`src/rtl/phase_pkg.sv`:
```
// Shared types and defaults for the phase signal chain.
//   PHASE_DATA_W : default width of a signed phase increment sample
//   PHASE_SUM_W  : default width of the signed accumulated phase
//   sample_t     : signed phase increment at the default width
//   sum_t        : signed accumulated phase at the default width
package phase_pkg;

  localparam int unsigned PHASE_DATA_W = 14;
  localparam int unsigned PHASE_SUM_W  = 15;

  typedef logic signed [PHASE_DATA_W-1:0] sample_t;
  typedef logic signed [PHASE_SUM_W-1:0]  sum_t;

endpackage

```
`src/rtl/phase_sat_add.sv`:
```
// Combinational signed add of an accumulator and a narrower sign-extended
// increment. The sum is formed one bit wider than the accumulator, then
// either truncated (natural wrap) or clamped to the signed SUM_W range.
//   acc_i : signed accumulator operand, SUM_W bits
//   inc_i : signed increment operand, DATA_W bits
//   sum_o : wrapped or saturated result, SUM_W bits
//   ovf_o : high when the exact sum does not fit in SUM_W bits
module phase_sat_add
  import phase_pkg::*;
#(
  parameter int unsigned DATA_W   = PHASE_DATA_W,
  parameter int unsigned SUM_W    = PHASE_SUM_W,
  parameter int unsigned SATURATE = 0
) (
  input  logic signed [SUM_W-1:0]  acc_i,
  input  logic signed [DATA_W-1:0] inc_i,
  output logic signed [SUM_W-1:0]  sum_o,
  output logic                     ovf_o
);

  localparam int unsigned EXT_W = SUM_W + 1 - DATA_W;
  localparam logic signed [SUM_W-1:0] SUM_MAX = {1'b0, {(SUM_W-1){1'b1}}};
  localparam logic signed [SUM_W-1:0] SUM_MIN = {1'b1, {(SUM_W-1){1'b0}}};

  logic signed [SUM_W:0] acc_x;
  logic signed [SUM_W:0] inc_x;
  logic signed [SUM_W:0] full;

  always_comb begin
    acc_x = {acc_i[SUM_W-1], acc_i};
    inc_x = {{EXT_W{inc_i[DATA_W-1]}}, inc_i};
    full  = acc_x + inc_x;
    // The exact sum fits in SUM_W bits iff its top two bits agree.
    ovf_o = full[SUM_W] ^ full[SUM_W-1];
    sum_o = full[SUM_W-1:0];
    if ((SATURATE != 0) && ovf_o) begin
      sum_o = full[SUM_W] ? SUM_MIN : SUM_MAX;
    end
  end

endmodule

```
`src/rtl/phase_wrapper.sv`:
```
// Running phase accumulator. Every clock a signed DATA_W sample is
// registered, then added into a signed SUM_W accumulator that either wraps
// (one full 2^SUM_W range is one phase turn) or saturates.
// Input-to-output latency is two clocks, one sample per clock, no handshake.
//   clk_i  : clock, rising edge
//   reset  : synchronous, active-low; clears input register and accumulator
//   data_i : signed phase increment, DATA_W bits
//   sum_o  : signed accumulated phase, SUM_W bits, registered
module phase_wrapper
  import phase_pkg::*;
#(
  parameter int unsigned DATA_W   = PHASE_DATA_W,
  parameter int unsigned SUM_W    = PHASE_SUM_W,
  parameter int unsigned SATURATE = 0
) (
  input  logic                     clk_i,
  input  logic                     reset,
  input  logic signed [DATA_W-1:0] data_i,
  output logic signed [SUM_W-1:0]  sum_o
);

  localparam logic signed [SUM_W-1:0] SUM_MAX = {1'b0, {(SUM_W-1){1'b1}}};
  localparam logic signed [SUM_W-1:0] SUM_MIN = {1'b1, {(SUM_W-1){1'b0}}};

  if (SUM_W <= DATA_W) begin : g_bad_widths
    $error("phase_wrapper: SUM_W must be wider than DATA_W");
  end

  logic signed [DATA_W-1:0] d_q;
  logic signed [SUM_W-1:0]  acc;
  logic signed [SUM_W-1:0]  sum_nxt;
  logic                     ovf;

  phase_sat_add #(
    .DATA_W   (DATA_W),
    .SUM_W    (SUM_W),
    .SATURATE (SATURATE)
  ) u_add (
    .acc_i (acc),
    .inc_i (d_q),
    .sum_o (sum_nxt),
    .ovf_o (ovf)
  );

  // Reset wins over accumulation and flushes any sample held in d_q,
  // so X on data_i during reset never reaches the accumulator.
  always_ff @(posedge clk_i) begin
    if (!reset) begin
      d_q <= '0;
      acc <= '0;
    end else begin
      d_q <= data_i;
      acc <= sum_nxt;
    end
  end

  assign sum_o = acc;

  // In saturating mode an overflowing add must land exactly on a limit.
  always_ff @(posedge clk_i) begin
    if (reset && ovf && (SATURATE != 0)) begin
      assert (sum_nxt == SUM_MAX || sum_nxt == SUM_MIN);
    end
  end

endmodule

```
`config.mk`:
```
export PLATFORM = sky130hd
export DESIGN_NAME = phase_wrapper
export DESIGN_NICKNAME = d
export VERILOG_FILES = /design/src/rtl/phase_pkg.sv /design/src/rtl/phase_sat_add.sv /design/src/rtl/phase_wrapper.sv
export SDC_FILE = /design/constraint.sdc
export NUM_CORES = 1
export LEC_CHECK = 0
export BUFFER_PORTS_ARGS = -buffer_cell sky130_fd_sc_hd__buf_2
export CAP_MARGIN = 20
export CORE_MARGIN = 10
export CORE_UTILIZATION = 55
export DETAILED_ROUTE_END_ITERATION = 10
export PLACE_DENSITY = 0.85
export SYNTH_ARGS = -nofsm -noshare
export SYNTH_HDL_FRONTEND = slang
export SYNTH_HIERARCHICAL = 1
export SYNTH_SLANG_ARGS = --single-unit
```
`constraint.sdc`:
```
create_clock -name clk_i -period 4.8 [get_ports clk_i]
set_input_delay 0.24 -clock clk_i [delete_from_list [all_inputs] [get_ports clk_i]]
set_output_delay 0.24 -clock clk_i [all_outputs]
set_load 0.02 [all_outputs]
```
==> flow_metrics.py, run 1 <==
metrics = {
    "detailed_routing": {
        "dr.pass1.iters": 4,
        "vias_per_cell": 5.06,
        "drt_iter0_drc": 49,
        "route.detailed.drc": 0,
        "vias": 1027,
        "wire_per_inst_um": 12.8,
        "ant_nets": 0,
        "detail_route.wirelength_um": 2600,
    },
    "logic_synthesis": {
        "syn_nets": 170,
        "netlist_area_mm2": 0.00143,
        "avgSynthCellArea_um2": 10.4,
        "synthCells": 138,
        "yosysWarnings": 6,
    },
    "timing": {
        "hold_slack_ns": 0.121,
        "setup_viol": 0,
        "hold_violations": 0,
        "finalMaxSlewViolations": 0,
        "fin_crit_sh": 0.455,
        "clock-skew-final_ns": 0.00775,
        "min_period_ns": 2.18,
        "max_slew_margin": 0.700,
        "fin_tns_setup_ns": 0,
        "worst_slew_pin_slew_ns": 0.445,
        "rsz0062_at_grt": "no",
        "timing.fmax_mhz": 458,
        "fin_ws_ns": 2.62,
    },
    "power": {
        "seq_power_share": 0.461,
        "p_switching_mw": 0.198,
        "comb_power_share": 0.320,
        "p_int_mw": 0.416,
        "p_sw_frac": 0.322,
        "p_leak_nw": 0.805,
        "clock_power_share": 0.219,
        "power_density_mw_per_mm2": 374,
        "ir_drop_uv": 259,
    },
    "cts": {
        "cts-root-buf": "clkbuf_4",
        "cts_tree": "built",
        "clk_pin_slew_ns": 0.09,
        "cts_made_buffers": 5,
        "cts_max_path_buffers": 2,
        "post_cts_buffers": 0,
        "cts-resized-gates": 0,
        "cts.sinks": 29,
        "holdBufCountCts": 0,
        "clock_latency_ns": 0.32,
        "htree_levels": 2,
    },
    "setup_path": {
        "worst_path_most_repeated_cell": "a21oi_2",
        "slowest_delay_ns": 0.42,
        "startpoint_type": "flop",
        "path_class": "reg -> reg",
        "slowest_stage": "fa_1",
        "cp_data_arrival_time_ns": 2.40,
        "regToRegSetupSlack_ns": 2.62,
        "cp_cell_sequence": "ha_1 -> fa_1 -> a21oi_2 -> o22ai_2 -> o21ai_2 -> a21oi_2 -> o41ai_4 -> xnor2_1 -> and2_2",
        "worst_setup_path_end_kind": "flop",
        "critPathMaxFanout": 2,
        "required_ns": 5.02,
    },
    "cells_and_area": {
        "nFillCells": 215,
        "multi_input_area_um2": 807,
        "layout.nets": 204,
        "final_cell_mix": "buf_2, dfxtp_1, ha_1",
        "antenna_cells": 0,
        "fin_util": 0.662,
        "finalInstanceArea_mm2": 0.00164,
        "seqCellArea_um2": 581,
        "syn_to_final_growth_pct": 14.3,
        "final_common_cell": "buf_2",
        "post_route_cells_drive_above_1_share": 0.329,
    },
    "global_route": {
        "grt_usage": 0.113,
        "grt-ovfl-total": 0,
        "gr-usage-met2": 0.198,
        "use_met3": 0.0460,
        "globalRouteMet1Util": 0.112,
        "grt_pass1_vias": 1153,
        "antenna_found_initial": 0,
        "grt_max_degree": 30,
        "busiest_layer": "met2",
        "grt_first_pass_wirelength_um": 4730,
    },
    "floorplan": {
        "fp.dieH_um": 71.1,
        "core_mm2": 0.00248,
        "start_util": 0.579,
        "dieArea_mm2": 0.00505,
        "die_w_um": 71.1,
        "rows": 18,
        "ios": 31,
    },
    "place": {
        "dp_slack_ns": 2.61,
        "dpl_cell_area_mm2": 0.00159,
        "place_congestion": 0.768,
        "post-dp-hpwl_um": 2110,
        "portBuffers": 30,
    },
    "hold_path": {
        "hp-class": "in -> reg",
    },
    "flow_run": {
        "drv_cap": 0,
    },
    "run_status": {
        "status": "finished, final reports clean",
    },
}
layer usage:
metal / vias to the layer above / routed length [µm]
li1: 534 / -
met1: 458 / 1040
met2: 28 / 1330
met3: 7 / 178
met4: 0 / 49
met5: - / 0
power by group through the flow:
stage | Combinational (mW) | Clock, mW | Sequential [mW]
CTS | 0.198 | 0.141 | 0.284
global route | 0.219 | 0.150 | 0.287
global placement | 0.191 | 0 | 0.287
detailed placement | 0.197 | 0 | 0.289
finish | 0.196 | 0.134 | 0.283
floorplan | 0.123 | 0 | 0.315
worst paths after layout:
| path | startpoint | end | cells after the start |
|---|---|---|---|
| max | sum_o[0] | sum_o[14] | 9 |
| min | data_i[10] | d_q[10] | 2 |
| max reg2reg | sum_o[0] | sum_o[14] | 9 |
| min reg2reg | d_q[0] | sum_o[0] | 2 |
metrics by stage:
| stage | cells | power (mW) |
|---|---|---|
| global route | 203 | 0.656 |
| global placement | 195 | 0.479 |
| CTS | 203 | 0.623 |
| floorplan | 138 | 0.438 |
| detailed placement | 195 | 0.486 |
| finish | 203 | 0.614 |
sequential cells by signal, summed over array words and instances, names as in the netlist:
name / cells
sum_o: 15
d_q: 14
layout make-up:
cell class,count,share of cell area
timing repair buffer,30,0.0916
multi-input combinational,102,0.492
clock buffer,8,0.0298
sequential,29,0.354
tap,30,0.0229
inverter,4,0.00916
critical path: cells and delay by family, from the launching register on:
kind | cells | cell delay, ns
AOI/OAI and AO/OA | 5 | 0.86
DFF | 1 | 0.32
xor gates and xnor gates | 1 | 0.09
and+or+nand+nor | 1 | 0.18
adders and majority gates | 2 | 0.64
Power figures use the tool's default switching activity.
==> run 2: changes to the inputs <==
Settings changed: CORE_UTILIZATION 55 to 53, PLACE_DENSITY 0.85 to 0.83.
Clock period 4.8 ns to 2.27 ns, I/O delays scaled along.
==> flow_metrics.py, run 2 (same netlist as run 1, synthesis figures left out) <==
metrics = {
    "run_status": {
        "status": "finished, final reports clean",
    },
    "timing": {
        "fin_tns_setup_ns": 0,
        "fin_crit_sh": 0.935,
        "rsz0062_at_grt": "no",
        "hold_violations": 0,
        "max_slew_margin": 0.726,
        "clock-skew-final_ns": 0.00911,
        "setup_viol": 0,
        "worst_slew_pin_slew_ns": 0.409,
        "finalMaxSlewViolations": 0,
        "timing.fmax_mhz": 471,
        "min_period_ns": 2.12,
    },
    "setup_path": {
        "cp_data_arrival_time_ns": 2.35,
        "cp_cell_sequence": "ha_1 -> fa_2 -> a21oi_2 -> o22ai_2 -> o21ai_2 -> a21oi_2 -> o41ai_4 -> xnor2_1 -> and2_2",
        "path_buf_inv": 0,
        "r2r_end": "sum_o[14]",
        "worst_setup_path_end_kind": "flop",
        "required_ns": 2.49,
        "critical_path.top_delay_family": "compound AO/OA/AOI/OAI gates",
        "path_class": "reg -> reg",
        "slowest_delay_ns": 0.36,
        "regToRegSetupSlack_ns": 0.15,
        "critPathMaxFanout": 2,
        "worst_path_most_repeated_cell": "a21oi_2",
        "startpoint_type": "flop",
        "crit_path_start": "sum_o[0]",
        "r2r-start": "sum_o[0]",
        "slowest_stage": "fa_2",
        "reg2reg_depth": 9,
    },
    "floorplan": {
        "ios": 31,
        "die_w_um": 72.0,
        "fp.dieH_um": 72.0,
        "dieArea_mm2": 0.00519,
        "rows": 18,
        "start_util": 0.568,
        "core_mm2": 0.00252,
    },
    "detailed_routing": {
        "drt_iter0_drc": 40,
        "detail_route.wirelength_um": 2830,
        "wire_per_inst_um": 13.2,
        "dr.pass1.iters": 3,
        "route.detailed.drc": 0,
        "vias_per_cell": 5.05,
        "ant_nets": 0,
        "vias": 1086,
    },
    "flow_run": {
        "drv_cap": 0,
    },
    "cts": {
        "cts-root-buf": "clkbuf_4",
        "clock_latency_ns": 0.33,
        "cts.sinks": 29,
        "cts_made_buffers": 5,
        "cts_tree": "built",
        "htree_levels": 2,
        "cts_max_path_buffers": 2,
        "clk_pin_slew_ns": 0.08,
    },
    "global_route": {
        "grt_usage": 0.120,
        "globalRouteMet1Util": 0.115,
        "grt-ovfl-total": 0,
        "busiest_layer": "met2",
        "use_met3": 0.0517,
        "grt_first_pass_wirelength_um": 4960,
        "grt_max_degree": 30,
        "antenna_found_initial": 0,
        "grt_pass1_vias": 1151,
        "gr-usage-met2": 0.211,
    },
    "place": {
        "portBuffers": 30,
        "dpl_cell_area_mm2": 0.00159,
        "place_congestion": 0.714,
        "dpl.cell_count": 195,
        "post-dp-hpwl_um": 2060,
    },
    "power": {
        "ir_drop_uv": 572,
        "finalPower_mw": 1.34,
        "p_leak_nw": 0.863,
        "power_density_mw_per_mm2": 754,
    },
    "cells_and_area": {
        "syn_to_final_growth_pct": 24.4,
        "final_cell_mix": "buf_2, dfxtp_1, ha_1",
        "nFillCells": 214,
        "layout.nets": 217,
        "final_common_cell": "buf_2",
        "finalInstanceArea_mm2": 0.00178,
        "antenna_cells": 0,
        "largest_reg_flops": 15,
        "instances_no_fill": 215,
        "post_route_cells_drive_above_1_share": 0.324,
    },
    "hold_path": {
        "hp-class": "in -> reg",
        "min-delay-start": "data_i[12]",
        "min_to": "d_q[12]",
        "whs_path_depth": 2,
    },
}
## run 2: report_power, final
group          switching, mW  total, mW  internal, mW
clock                  0.163      0.309         0.146
sequential            0.0302      0.599         0.568
combinational          0.233      0.437         0.204
total                  0.426       1.34         0.919
## run 2: how the worst max path moves through the flow
stage                endpoint  slack [ns]  cells past startpoint
global placement    sum_o[14]        0.14                      9
detailed placement  sum_o[14]        0.09                      9
global route        sum_o[14]        0.02                      9
floorplan           sum_o[14]        0.09                      9
finish              sum_o[14]        0.15                      9
CTS                 sum_o[14]        0.08                      9
## run 2: repair_timing
action,4_1_cts,5_1_grt
endpoints found under the setup margin,0,1
buffers inserted,0,0
hold endpoints to repair,13,0
gates resized for setup,0,2
hold buffers,13,0
## run 2: layout make-up
| cell class | instances | area (µm²) | share of cell area |
|---|---|---|---|
| multi-input cells | 102 | 816 | 0.457 |
| flip-flops and latches | 29 | 581 | 0.325 |
| repair buffers | 43 | 280 | 0.157 |
| clock buffers | 7 | 55.1 | 0.0309 |
| well taps | 30 | 37.5 | 0.0210 |
| inverters | 4 | 15.0 | 0.00842 |
## run 2: per-stage QoR
step	worst slack (ns)	utilization	hold slack (ns)
floorplan	0.0947	-	0.241
detailed placement	0.0923	0.630	0.323
CTS	0.0795	0.704	0.000204
finish	0.148	0.707	0.0185
global route	0.0204	0.707	0.00308
global placement	0.142	0.630	0.319
## run 2: layer usage
| layer | part of all wire | wire length (µm) | vias to the layer above |
|---|---|---|---|
| met4 | 0.025 | 72 | 0 |
| met5 | 0 | 0 | - |
| met3 | 0.054 | 154 | 7 |
| met2 | 0.52 | 1470 | 22 |
| met1 | 0.40 | 1140 | 493 |
| li1 | - | - | 564 |
